### src/rtl/val_drop_stream_pkg.sv
// Token encoding shared by the sparse-stream stages: control flag, stop/done helpers, FSM states.
package sam_tkn_pkg;

  localparam int          TKN_W        = 17;
  localparam int          CTRL_BIT     = 16;
  localparam logic [15:0] DONE_PAYLOAD = 16'h0100;
  localparam logic [7:0]  STOP_MAX     = 8'hFF;

  typedef enum logic {STREAM, DRAIN} vds_state_t;

  function automatic logic is_ctrl(input logic [TKN_W-1:0] tkn);
    return tkn[CTRL_BIT];
  endfunction

  function automatic logic is_done(input logic [TKN_W-1:0] tkn);
    return tkn[CTRL_BIT] && (tkn[CTRL_BIT-1:0] == DONE_PAYLOAD);
  endfunction

  function automatic logic is_stop(input logic [TKN_W-1:0] tkn);
    return tkn[CTRL_BIT] && (tkn[CTRL_BIT-1:0] <= {8'h00, STOP_MAX});
  endfunction

endpackage

### src/rtl/val_drop_stream_if.sv
// Ready/valid token channel; master drives data/valid, slave drives ready.
interface val_drop_stream_if
  import sam_tkn_pkg::*;
#(
  parameter int W = TKN_W
);
  logic [W-1:0] data;
  logic         valid;
  logic         ready;

  modport master (output data, output valid, input ready);
  modport slave  (input data, input valid, output ready);
endinterface

### src/rtl/val_drop_stream_fifo.sv
// Small ready/valid register FIFO; head is always a registered entry, never a bypass.
module reg_fifo_2 #(
  parameter int DEPTH = 2,
  parameter int W     = 17
) (
  input  logic         clk,
  input  logic         rst_n,
  input  logic         en,
  input  logic         push,
  input  logic [W-1:0] push_data,
  input  logic         pop,
  output logic [W-1:0] head,
  output logic         full,
  output logic         empty
);
  localparam int AW = (DEPTH > 1) ? $clog2(DEPTH) : 1;
  localparam int CW = $clog2(DEPTH + 1);

  logic [W-1:0]  mem [DEPTH];
  logic [AW-1:0] rd_ptr;
  logic [AW-1:0] wr_ptr;
  logic [CW-1:0] count;
  logic          do_push;
  logic          do_pop;

  function automatic logic [AW-1:0] ptr_inc(input logic [AW-1:0] p);
    return (p == AW'(DEPTH - 1)) ? '0 : p + AW'(1);
  endfunction

  assign full    = (count == CW'(DEPTH));
  assign empty   = (count == '0);
  assign head    = mem[rd_ptr];
  assign do_pop  = en & pop & ~empty;
  // A push into a full FIFO is legal only when the head leaves in the same cycle.
  assign do_push = en & push & (~full | do_pop);

  always_ff @(posedge clk) begin
    if (!rst_n) begin
      rd_ptr <= '0;
      wr_ptr <= '0;
      count  <= '0;
    end else begin
      if (do_push) wr_ptr <= ptr_inc(wr_ptr);
      if (do_pop)  rd_ptr <= ptr_inc(rd_ptr);
      if (do_push && !do_pop)      count <= count + CW'(1);
      else if (do_pop && !do_push) count <= count - CW'(1);
    end
  end

  always_ff @(posedge clk) begin
    if (do_push) mem[wr_ptr] <= push_data;
  end

endmodule

### src/rtl/val_drop_stream.sv
// Removes zero-valued data tokens from a value/token stream; control tokens pass in order.
module val_drop_stream
  import sam_tkn_pkg::*;
#(
  parameter int DATA_WIDTH = 16,
  parameter int FIFO_DEPTH = 2,
  parameter int CNT_WIDTH  = 16
) (
  input  logic                 clk,
  input  logic                 rst_n,
  input  logic                 clk_en,
  input  logic                 tile_en,
  input  logic                 drop_zero,
  val_drop_stream_if.slave     up,
  val_drop_stream_if.master    dn,
  output logic [CNT_WIDTH-1:0] drop_count
);
  localparam int TW = DATA_WIDTH + 1;

  vds_state_t state;
  vds_state_t state_nxt;
  logic       fifo_full;
  logic       fifo_empty;
  logic       out_valid;
  logic       in_ready;
  logic       fire;
  logic       accept;
  logic       drop;
  logic       push;
  logic       cnt_clr;

  function automatic logic [CNT_WIDTH-1:0] sat_inc(input logic [CNT_WIDTH-1:0] v);
    return (&v) ? v : v + CNT_WIDTH'(1);
  endfunction

  always_comb begin
    out_valid = rst_n & tile_en & ~fifo_empty;
    fire      = out_valid & dn.ready & clk_en;
    in_ready  = rst_n & tile_en & (state == STREAM) & (~fifo_full | fire);
    accept    = up.valid & in_ready & clk_en;
    drop      = accept & drop_zero & ~is_ctrl(up.data) & (up.data[DATA_WIDTH-1:0] == '0);
    push      = accept & ~drop;
  end

  assign up.ready  = in_ready;
  assign dn.valid  = out_valid;

  reg_fifo_2 #(.DEPTH(FIFO_DEPTH), .W(TW)) u_fifo (
    .clk       (clk),
    .rst_n     (rst_n),
    .en        (clk_en),
    .push      (push),
    .push_data (up.data),
    .pop       (fire),
    .head      (dn.data),
    .full      (fifo_full),
    .empty     (fifo_empty)
  );

  // The block refuses input after a done token until it has left, then idles one cycle.
  always_comb begin
    state_nxt = state;
    cnt_clr   = 1'b0;
    case (state)
      STREAM: if (push && is_done(up.data)) state_nxt = DRAIN;
      DRAIN: begin
        if (clk_en && tile_en && fifo_empty) begin
          state_nxt = STREAM;
          cnt_clr   = 1'b1;
        end
      end
      default: state_nxt = STREAM;
    endcase
  end

  always_ff @(posedge clk) begin
    if (!rst_n) state <= STREAM;
    else        state <= state_nxt;
  end

  always_ff @(posedge clk) begin
    if (!rst_n)       drop_count <= '0;
    else if (cnt_clr) drop_count <= '0;
    else if (drop)    drop_count <= sat_inc(drop_count);
  end

endmodule

### src/flat_wrapper.sv
// flat-port wrapper written by rule: the top's interface ports become plain ports
module val_drop_stream_flat import sam_tkn_pkg::*;
#(
  parameter int DATA_WIDTH = 16,
  parameter int FIFO_DEPTH = 2,
  parameter int CNT_WIDTH  = 16
)
  (clk, rst_n, clk_en, tile_en, drop_zero, drop_count, up_data, up_valid, up_ready, dn_data, dn_valid, dn_ready);
  val_drop_stream_if up_i ();
  val_drop_stream_if dn_i ();
  input  logic clk;
  input  logic rst_n;
  input  logic clk_en;
  input  logic tile_en;
  input  logic drop_zero;
  output logic [CNT_WIDTH-1:0] drop_count;
  input wire logic [$bits(up_i.data)-1:0] up_data;
  input wire logic [$bits(up_i.valid)-1:0] up_valid;
  output wire logic [$bits(up_i.ready)-1:0] up_ready;
  output wire logic [$bits(dn_i.data)-1:0] dn_data;
  output wire logic [$bits(dn_i.valid)-1:0] dn_valid;
  input wire logic [$bits(dn_i.ready)-1:0] dn_ready;
  assign up_i.data = up_data;
  assign up_i.valid = up_valid;
  assign up_ready = up_i.ready;
  assign dn_data = dn_i.data;
  assign dn_valid = dn_i.valid;
  assign dn_i.ready = dn_ready;
  val_drop_stream #(.DATA_WIDTH(DATA_WIDTH), .FIFO_DEPTH(FIFO_DEPTH), .CNT_WIDTH(CNT_WIDTH)) u_core (.clk(clk), .rst_n(rst_n), .clk_en(clk_en), .tile_en(tile_en), .drop_zero(drop_zero), .up(up_i), .dn(dn_i), .drop_count(drop_count));
endmodule
### config.mk
export PLATFORM = sky130hd
export DESIGN_NAME = val_drop_stream_flat
export DESIGN_NICKNAME = d
export VERILOG_FILES = /design/src/rtl/val_drop_stream_pkg.sv /design/src/rtl/val_drop_stream_if.sv /design/src/rtl/val_drop_stream_fifo.sv /design/src/rtl/val_drop_stream.sv /design/src/flat_wrapper.sv
export SDC_FILE = /design/constraint.sdc
export NUM_CORES = 1
export LEC_CHECK = 0
export ABC_AREA = 0
export CAP_MARGIN = 20
export CORE_ASPECT_RATIO = 1.75
export CORE_MARGIN = 3
export CORE_UTILIZATION = 47
export DETAILED_ROUTE_END_ITERATION = 10
export PLACE_DENSITY = 0.77
export SKIP_LAST_GASP = 1
export SYNTH_ARGS = -nofsm -noshare
export SYNTH_HDL_FRONTEND = slang
export SYNTH_SLANG_ARGS = --single-unit
### constraint.sdc
create_clock -name clk -period 2.8 [get_ports clk]
set_input_delay 0.42 -clock clk [delete_from_list [all_inputs] [get_ports clk]]
set_output_delay 0.42 -clock clk [all_outputs]
set_load 0.005 [all_outputs]
==> impl_summary.txt, run 1 <==
----------------------------------------------------
[Critical path]
  Required time reported for the critical path endpoint ... 3.03 ns
  Worst-path fanout max ... 6
  Crit path capture type ... flop
  Sort of element at the start of the critical path ... input port
  Critical path start-end classification ... in2reg
  CP Data Arrival Time ... 2.87 ns

[Clock network]
  Maximum level of the CTS H-tree ... 2
  Clock latency reported for the late side of the worst-skew pair ... 0.30 ns
  Register clock-pin slew on the reported worst setup and hold paths ... 0.09 ns
  Master cell of the clock root buffer ... sky130_fd_sc_hd__clkbuf_8
  CTS tree ... yes
  CTS sink cnt ... 56
  Post-CTS Setup Bufs ... 0
  Bufs on Longest Clock Path ... 2
  Hold buffers post-CTS ... 0
  Number of buffers created by CTS ... 5
  Post-cts gate resize count ... 0

[Synth]
  Number of synthesized register bits ... 56
  Proportion of netlist area held by the largest area contributor ... 0.434
  Yosys warning total ... 0
  Number of standard cells after synthesis ... 188
  Syn_area_per_cell ... 12.5 um2
  Largest cells by area after synthesis ... sky130_fd_sc_hd__edfxtp_1 (43%), sky130_fd_sc_hd__dfxtp_1 (19%), sky130_fd_sc_hd__mux2_2 (8.1%)
  Yosys top cell by area ... sky130_fd_sc_hd__edfxtp_1
  Fraction of synthesis flops using an asynchronous set or reset pin ... 0
  Post-Syn Area ... 2350 um2
  Number of synthesized flops with an enable pin ... 34
  Post-synthesis net count ... 214
  Most frequently used cell type in the post-synthesis netlist ... sky130_fd_sc_hd__edfxtp_1
  Portion of the post-synthesis area used by sequential elements ... 0.622
  Synth top cells by count ... sky130_fd_sc_hd__edfxtp_1 (34), sky130_fd_sc_hd__dfxtp_1 (22), sky130_fd_sc_hd__mux2_2 (17), sky130_fd_sc_hd__or3_1 (12), sky130_fd_sc_hd__a21oi_1 (11)
  Post-synth top flop ... sky130_fd_sc_hd__edfxtp_1
  Synth unique cells ... 44

[Global route]
  Wire length of the first global-routing pass ... 8.17 mm
  Pin count of the biggest net entering global routing ... 18
  Number of global-route vias before repair ... 1825
  Number of antenna violations at the first check in global routing ... 0
  Overall routing resource usage ... 0.179
  GRT Residual Overflow ... 0

[Timing]
  RSZ-0062 raised after global routing ... false
  Max transition margin ... 0.616
  Count of endpoints failing setup in the final report ... 0
  Slew at the pin with the worst max-slew slack ... 0.568 ns
  Final hold violation count ... 0
  Max-slew violation count ... 0
  Minimum clock period after layout ... 2.64 ns
  Maximum clock rate ... 0.379 GHz
  Tcrit/Tclk final ... 0.942
  Final clock skew ... 0.00627 ns

[Hold path]
  Worst hold-check path type ... reg2reg

[Drt]
  Routed Wire Length ... 4.98 mm
  Post-route DRC ... 0
  Number of vias per cell after detailed routing ... 5.60
  Routed wl met2 ... 2.73 mm
  Detailed-routing wirelength on met1 ... 1.88 mm
  Final ANT Viol Nets ... 0
  Detailed-route via count ... 1757
  Initial DRT Pass Iterations ... 4
  Top metal layer carrying routed signals ... met4
  Routed length on met3 ... 305 um
  Number of DRC markers in iteration 0 ... 47
  Routed len/inst ... 15.9 um

[Finish]
  Finished Cell Area ... 3210 um2
  Area Growth Syn to Fin ... 36.6%
  Antenna diode count ... 0
  Layout net count ... 287
  FILL cells ... 371
  Layout cell share with drive strength beyond 1 ... 0.160

[Die]
  Initial core utilization ... 0.495
  Area of the core region ... 4750 um2
  Die X ... 59.5 um
  Number of rows created at floorplan ... 33
  Die ar. ... 5920 um2
  I/O pins ... 59
  Die boundary height ... 99.6 um

[Run]
  Number of maximum-capacitance violations ... 0

[Placement]
  Final RePlAce weighted congestion ... 0.749
  Count of buffers inserted at the top-level ports ... 58
  Sum of net half-perimeters after detailed placement ... 3.70 mm
  Post-place instance area ... 3080 um2

[Pwr]
  Peak VDD IR ... 0.432 mV
  Power density cells ... 490 nW/um2
  Total power ... 1.57 mW
  Pleak ... 1.10 nW

[Run status]
  Result of the run ... complete, no violations

----------------------------------------------------
power breakdown:
group	internal [mW]	total (mW)	switching, mW
Combinational	0.0587	0.0927	0.0340
Clock	0.357	0.598	0.241
Sequential	0.880	0.884	0.00437
Total	1.30	1.57	0.279
sequential cells by signal (all words and copies together), names as in the netlist, named ones only:
signal,flops
u_core.drop_count,16
u_core.state,1
u_core.u_fifo.count,2
u_core.u_fifo.mem,34
u_core.u_fifo.rd_ptr,1
u_core.u_fifo.wr_ptr,1
metal layers:
metal  up-vias  global-route usage
met5         -                   0
met4         0              0.0558
met3         6              0.0468
met2        48               0.329
met1       841               0.188
li1        862                   -
path summary, 6_finish.rpt:
| kind | startpoint | depth (start not counted) | endpoint | slack, ns |
|---|---|---|---|---|
| hold / removal | u_core.drop_count[8] | 2 | u_core.drop_count[8] | 0.51 |
| setup reg to reg | u_core.u_fifo.count[0] | 5 | u_core.drop_count[13] | 0.38 |
| setup / recovery | up_data[16] | 6 | u_core.drop_count[13] | 0.16 |
| hold reg to reg | u_core.drop_count[8] | 2 | u_core.drop_count[8] | 0.51 |
per-stage QoR:
step | cells | TNS (ns) | hold slack, ns | setup WS (ns) | util
after floorplan | 188 | 0 | 0.450 | 0.419 | -
after global placement | 306 | -0.228 | 0.483 | -0.0831 | 0.648
after detailed placement | 306 | -0.651 | 0.492 | -0.173 | 0.648
after CTS | 314 | 0 | 0.512 | 0.0967 | 0.676
after global routing | 314 | 0 | 0.533 | 0.00141 | 0.676
final | 314 | 0 | 0.514 | 0.161 | 0.676
area by class of cell:
class                           instances  area [um2]  area share
Inverter                                4        15.0     0.00467
Timing Repair Buffer                   73         693       0.216
Clock inverter                          2        60.1      0.0187
Clock buffer                            6        72.6      0.0226
Sequential cell                        56        1460       0.455
Tap cell                               52        65.1      0.0203
Multi-Input combinational cell        121         845       0.263
placed cells by master (no fill, tap or decap), types with 3 or more instances in the layout:
master and n:
sky130_fd_sc_hd__dfxtp_1 22, sky130_fd_sc_hd__or3_1 12, sky130_fd_sc_hd__edfxtp_1 34, sky130_fd_sc_hd__mux2_2 17
sky130_fd_sc_hd__nor4_1 3, sky130_fd_sc_hd__clkbuf_8 5, sky130_fd_sc_hd__a21oi_1 11, sky130_fd_sc_hd__inv_1 4
sky130_fd_sc_hd__nand4_1 3, sky130_fd_sc_hd__nor2_1 7, sky130_fd_sc_hd__buf_4 15, sky130_fd_sc_hd__o21ai_0 10
sky130_fd_sc_hd__clkdlybuf4s50_1 58, sky130_fd_sc_hd__or4_1 4, sky130_fd_sc_hd__nand2_1 9, sky130_fd_sc_hd__nand3_1 5
sky130_fd_sc_hd__xor2_1 3, sky130_fd_sc_hd__and2_1 5, sky130_fd_sc_hd__o31ai_1 3
worst max-delay path, cell delays in order:
cell and delay (ns):
sky130_fd_sc_hd__clkdlybuf4s50_1 0.43, sky130_fd_sc_hd__or3b_4 0.40, sky130_fd_sc_hd__or4_1 0.42, sky130_fd_sc_hd__or4_1 0.62
sky130_fd_sc_hd__or3_1 0.40, sky130_fd_sc_hd__a21oi_1 0.17
kinds of logic after synthesis:
kind of cell	after synthesis	synth area share
AOI/OAI and AO/OA	35	0.0931
xor gates and xnor gates	5	0.0186
adders and majority gates	2	0.0106
buffers and inverters	11	0.0192
DFF	56	0.622
muxes	18	0.0857
and+or+nand+nor	61	0.151
No activity file was read; power rests on OpenSTA's default activity.
==> run 2: changes to the inputs <==
Settings changed: CORE_ASPECT_RATIO 1.75 to not set.
==> impl_summary.txt, run 2 (synthesis gave the netlist of run 1 again) <==
----------------------------------------------------
[Run status]
  Result of the run ... complete, no violations

[Pwr]
  Total power ... 1.40 mW
  Pleak ... 1.08 nW
  Internal power contribution ... 1.12 mW
  Power density cells ... 436 nW/um2
  Switching Power ... 0.284 mW
  Switching fraction of total power ... 0.203
  Relative contribution of combinational cells to total power ... 0.065
  Peak VDD IR ... 0.222 mV
  Part of the total power dissipated in sequential elements ... 0.631
  Clock power frac ... 0.303

[Placement]
  Final RePlAce weighted congestion ... 0.792
  Post-place instance area ... 3120 um2
  Worst slack at placement ... -0.103 ns
  Sum of net half-perimeters after detailed placement ... 3.36 mm
  Cell Count Post-Placement ... 322
  Count of buffers inserted at the top-level ports ... 58

[Die]
  Die X ... 76.7 um
  Number of rows created at floorplan ... 25
  Area of the core region ... 4790 um2
  I/O pins ... 59
  Die boundary height ... 76.7 um
  Die ar. ... 5890 um2
  Initial core utilization ... 0.491

[Finish]
  Top library cells by usage in the layout, fill and taps aside ... sky130_fd_sc_hd__clkdlybuf4s50_1 (58), sky130_fd_sc_hd__edfxtp_1 (34), sky130_fd_sc_hd__dfxtp_1 (22), sky130_fd_sc_hd__mux2_2 (17), sky130_fd_sc_hd__buf_4 (15)
  Leading cell type in the layout, fill and taps excluded ... sky130_fd_sc_hd__clkdlybuf4s50_1
  Area Growth Syn to Fin ... 36.6%
  Flip-flop count of the largest register, all copies and words added ... 34
  Antenna diode count ... 0
  Largest reg by FF count ... u_core.u_fifo.mem
  Final core utilization ... 0.671
  Number of standard cells in the final layout excluding fillers ... 330
  Finished Cell Area ... 3210 um2
  Top Registers ... u_core.u_fifo.mem (34), u_core.drop_count (16), u_core.u_fifo.count (2)
  Layout net count ... 288
  Layout cell share with drive strength beyond 1 ... 0.167

[Drt]
  Initial DRT Pass Iterations ... 4
  Detailed-route via count ... 1752
  Post-route DRC ... 0
  Number of DRC markers in iteration 0 ... 45
  Final ANT Viol Nets ... 0
  Routed len/inst ... 14.2 um
  Number of vias per cell after detailed routing ... 5.31
  Routed Wire Length ... 4.67 mm

[Global route]
  Overall routing resource usage ... 0.165
  Pin count of the biggest net entering global routing ... 19
  Number of global-route vias before repair ... 1694
  Wire length of the first global-routing pass ... 7.78 mm
  GRT Residual Overflow ... 0
  Number of antenna violations at the first check in global routing ... 0

[Clock network]
  Post-cts gate resize count ... 0
  Clock latency reported for the late side of the worst-skew pair ... 0.30 ns
  Hold buffers post-CTS ... 0
  CTS sink cnt ... 56
  Number of buffers created by CTS ... 5
  Master cell of the clock root buffer ... sky130_fd_sc_hd__clkbuf_8
  Maximum level of the CTS H-tree ... 2
  Register clock-pin slew on the reported worst setup and hold paths ... 0.09 ns
  Post-CTS Setup Bufs ... 0
  Bufs on Longest Clock Path ... 2
  CTS tree ... yes

[Timing]
  Maximum clock rate ... 0.384 GHz
  Tcrit/Tclk final ... 0.930
  RSZ-0062 raised after global routing ... false
  Setup slack after layout ... 0.197 ns
  Hold Worst Slack ... 0.511 ns
  Final clock skew ... 0.00599 ns
  Setup Total Neg Slack ... 0 ns
  Count of endpoints failing setup in the final report ... 0
  Slew at the pin with the worst max-slew slack ... 0.526 ns
  Max transition margin ... 0.644
  Final hold violation count ... 0
  Max-slew violation count ... 0
  Minimum clock period after layout ... 2.60 ns

[Hold path]
  Worst hold-check path type ... reg2reg

[Critical path]
  Crit path capture type ... flop
  Critical path start-end classification ... in2reg
  Sort of element at the start of the critical path ... input port
  CP Data Arrival Time ... 2.84 ns
  Required time reported for the critical path endpoint ... 3.03 ns
  Worst-path fanout max ... 6

[Run]
  Number of maximum-capacitance violations ... 0

----------------------------------------------------
-- run 2: changes by cell type in the layout (fill, tap and decap cells not counted) --
| cell | delta |
|---|---|
| sky130_fd_sc_hd__bufinv_16 | -2 |
| sky130_fd_sc_hd__o31ai_1 | -1 |
| sky130_fd_sc_hd__clkinvlp_4 | +1 |
| sky130_fd_sc_hd__buf_12 | +1 |
| sky130_fd_sc_hd__clkinv_4 | +1 |
| sky130_fd_sc_hd__o31ai_2 | +1 |
-- run 2: per-layer routing --
layer  global-route usage  share of wire  up-vias
met4               0.0380         0.0069        0
met1                0.211           0.45      837
met5                    0              0        -
met3               0.0469          0.050        4
li1                     -              -      863
met2                0.277           0.49       48
-- run 2: critical path, cell delays in order --
cell and delay [ns]:
sky130_fd_sc_hd__clkdlybuf4s50_1 0.46, sky130_fd_sc_hd__or3b_4 0.38, sky130_fd_sc_hd__or4_1 0.43, sky130_fd_sc_hd__or4_1 0.62, sky130_fd_sc_hd__or3_1 0.38, sky130_fd_sc_hd__a21oi_1 0.14
-- run 2: path summary, 6_finish.rpt --
kind,start,end,slack (ns),cells past startpoint
setup reg to reg,u_core.u_fifo.count[0],u_core.drop_count[13],0.43,5
hold reg to reg,u_core.drop_count[8],u_core.drop_count[8],0.51,2
hold / removal,u_core.drop_count[8],u_core.drop_count[8],0.51,2
setup / recovery,drop_zero,u_core.drop_count[13],0.20,6
-- run 2: cell type report --
| class | count | area (um2) |
|---|---|---|
| flip-flops and latches | 56 | 1460 |
| clock buffers | 6 | 72.6 |
| inverters | 4 | 15.0 |
| repair buffers | 74 | 713 |
| multi-input cells | 121 | 850 |
| well taps | 67 | 83.8 |
| clock inverters | 2 | 16.3 |
| fillers | 379 | 1570 |
-- run 2: power by group through the flow --
stage	logic (mW)	registers, mW	clock network, mW
3_5_place_dp	0.0918	0.903	0
4_1_cts	0.0926	0.884	0.435
5_1_grt	0.0987	0.885	0.466
3_3_place_gp	0.0909	0.903	0
2_1_floorplan	0.0268	0.901	0
6_report	0.0915	0.884	0.424
==> run 3: changes to the inputs <==
Clock period 2.8 ns to 3.28 ns, I/O delays scaled along.
==> impl_summary.txt, run 3 (synthesis gave the netlist of run 1 again) <==
----------------------------------------------------
[Finish]
  Number of standard cells in the final layout excluding fillers ... 317
  Layout cell share with drive strength beyond 1 ... 0.124
  Flip-flop count of the largest register, all copies and words added ... 34
  Layout net count ... 275
  Area Growth Syn to Fin ... 32.2%
  Largest reg by FF count ... u_core.u_fifo.mem
  Antenna diode count ... 0
  Finished Cell Area ... 3110 um2
  Top Registers ... u_core.u_fifo.mem (34), u_core.drop_count (16), u_core.u_fifo.count (2)
  Final core utilization ... 0.649
  Top library cells by usage in the layout, fill and taps aside ... sky130_fd_sc_hd__clkdlybuf4s50_1 (58), sky130_fd_sc_hd__edfxtp_1 (34), sky130_fd_sc_hd__dfxtp_1 (22), sky130_fd_sc_hd__mux2_2 (17), sky130_fd_sc_hd__or3_1 (12)
  Leading cell type in the layout, fill and taps excluded ... sky130_fd_sc_hd__clkdlybuf4s50_1

[Drt]
  Top metal layer carrying routed signals ... met4
  Initial DRT Pass Iterations ... 4
  Final ANT Viol Nets ... 0
  Routed len/inst ... 14.4 um
  Number of vias per cell after detailed routing ... 5.30
  Detailed-routing wirelength on met1 ... 2.16 mm
  Routed wl met2 ... 2.16 mm
  Routed Wire Length ... 4.58 mm
  Routed length on met3 ... 209 um
  Detailed-route via count ... 1681
  Number of DRC markers in iteration 0 ... 103
  Post-route DRC ... 0

[Critical path]
  Worst-path fanout max ... 7
  Source of the worst register-to-register timing path ... u_core.u_fifo.count[0]
  Crit path capture type ... flop
  Terminus of the critical flop-to-flop path ... u_core.drop_count[13]
  CP Data Arrival Time ... 3.00 ns
  Critical path start-end classification ... in2reg
  Required time reported for the critical path endpoint ... 3.51 ns
  Sort of element at the start of the critical path ... input port
  Worst-case reg-to-reg path depth ... 5
  Minimum setup slack among reg-to-reg paths ... 0.86 ns
  Startpoint of the most critical setup path ... up_data[16]

[Timing]
  Minimum clock period after layout ... 2.76 ns
  Tcrit/Tclk final ... 0.842
  Maximum clock rate ... 0.362 GHz
  Count of endpoints failing setup in the final report ... 0
  Final hold violation count ... 0
  RSZ-0062 raised after global routing ... false
  Max-slew violation count ... 0
  Setup Total Neg Slack ... 0 ns
  Max transition margin ... 0.470
  Slew at the pin with the worst max-slew slack ... 0.795 ns
  Final clock skew ... 0.00969 ns

[Global route]
  GRT Residual Overflow ... 0
  Wire length of the first global-routing pass ... 7.85 mm
  Number of antenna violations at the first check in global routing ... 0
  Overall routing resource usage ... 0.166
  Number of global-route vias before repair ... 1699
  Pin count of the biggest net entering global routing ... 19

[Hold path]
  Worst hold path depth ... 2
  Worst hold-check path type ... reg2reg
  Launch point of the worst hold path ... u_core.drop_count[8]
  Hold endpoint ... u_core.drop_count[8]

[Clock network]
  CTS sink cnt ... 56
  Bufs on Longest Clock Path ... 2
  Number of buffers created by CTS ... 5
  Maximum level of the CTS H-tree ... 2
  CTS tree ... yes
  Master cell of the clock root buffer ... sky130_fd_sc_hd__clkbuf_8
  Post-CTS Setup Bufs ... 0
  Post-cts gate resize count ... 0
  Register clock-pin slew on the reported worst setup and hold paths ... 0.10 ns
  Hold buffers post-CTS ... 0
  Clock latency reported for the late side of the worst-skew pair ... 0.30 ns

[Die]
  Area of the core region ... 4790 um2
  Number of rows created at floorplan ... 25
  Die X ... 76.7 um
  Initial core utilization ... 0.491
  Die ar. ... 5890 um2
  Die boundary height ... 76.7 um
  I/O pins ... 59

[Pwr]
  Switching fraction of total power ... 0.200
  Power density cells ... 390 nW/um2
  Internal power contribution ... 0.970 mW
  Part of the total power dissipated in sequential elements ... 0.623
  Pleak ... 1.02 nW
  Peak VDD IR ... 0.203 mV
  Switching Power ... 0.242 mW
  Relative contribution of combinational cells to total power ... 0.059
  Clock power frac ... 0.317
  Total power ... 1.21 mW

[Placement]
  Cell Count Post-Placement ... 309
  Sum of net half-perimeters after detailed placement ... 3.17 mm
  Post-place instance area ... 3010 um2
  Count of buffers inserted at the top-level ports ... 58
  Final RePlAce weighted congestion ... 0.781

[Run]
  Number of maximum-capacitance violations ... 0

[Run status]
  Result of the run ... complete, no violations

----------------------------------------------------
## run 3: worst max path at each step
stage / to / depth (start not counted)
finish: u_core.drop_count[13] / 6
global route: u_core.drop_count[15] / 6
CTS: u_core.drop_count[13] / 6
detailed placement: u_core.drop_count[13] / 6
global placement: u_core.drop_count[13] / 6
floorplan: u_core.drop_count[15] / 6
## run 3: metal layers
layer  vias to the layer above  track usage
li1                        838            -
met1                       790        0.222
met2                        48        0.267
met3                         5       0.0399
met4                         0       0.0525
met5                         -            0
## run 3: area by class of cell
type	count	area, um2
Fill cell	401	1680
Sequential cell	56	1460
Multi-Input combinational cell	121	850
Timing Repair Buffer	61	603
Clock buffer	7	86.3
Tap cell	67	83.8
Inverter	4	15.0
Clock inverter	1	8.76
## run 3: through the flow
stage | worst slack (ns) | hold slack, ns
after floorplan | 0.827 | 0.450
after global placement | 0.299 | 0.487
after detailed placement | 0.238 | 0.494
after CTS | 0.532 | 0.514
after global routing | 0.404 | 0.544
final | 0.518 | 0.510
## run 3: power by group through the flow
| stage | registers (mW) | logic [mW] | clock network (mW) |
|---|---|---|---|
| finish | 0.755 | 0.0720 | 0.384 |
| global route | 0.756 | 0.0785 | 0.427 |
| CTS | 0.755 | 0.0731 | 0.400 |
| detailed placement | 0.771 | 0.0725 | 0 |
| global placement | 0.771 | 0.0715 | 0 |
| floorplan | 0.769 | 0.0229 | 0 |
## run 3: worst max-delay path, cell delays in order
cell                              delay, ns
sky130_fd_sc_hd__clkdlybuf4s50_1       0.46
sky130_fd_sc_hd__or3b_4                0.42
sky130_fd_sc_hd__or4_1                 0.43
sky130_fd_sc_hd__or4_1                 0.64
sky130_fd_sc_hd__or3_1                 0.39
sky130_fd_sc_hd__a21oi_1               0.15
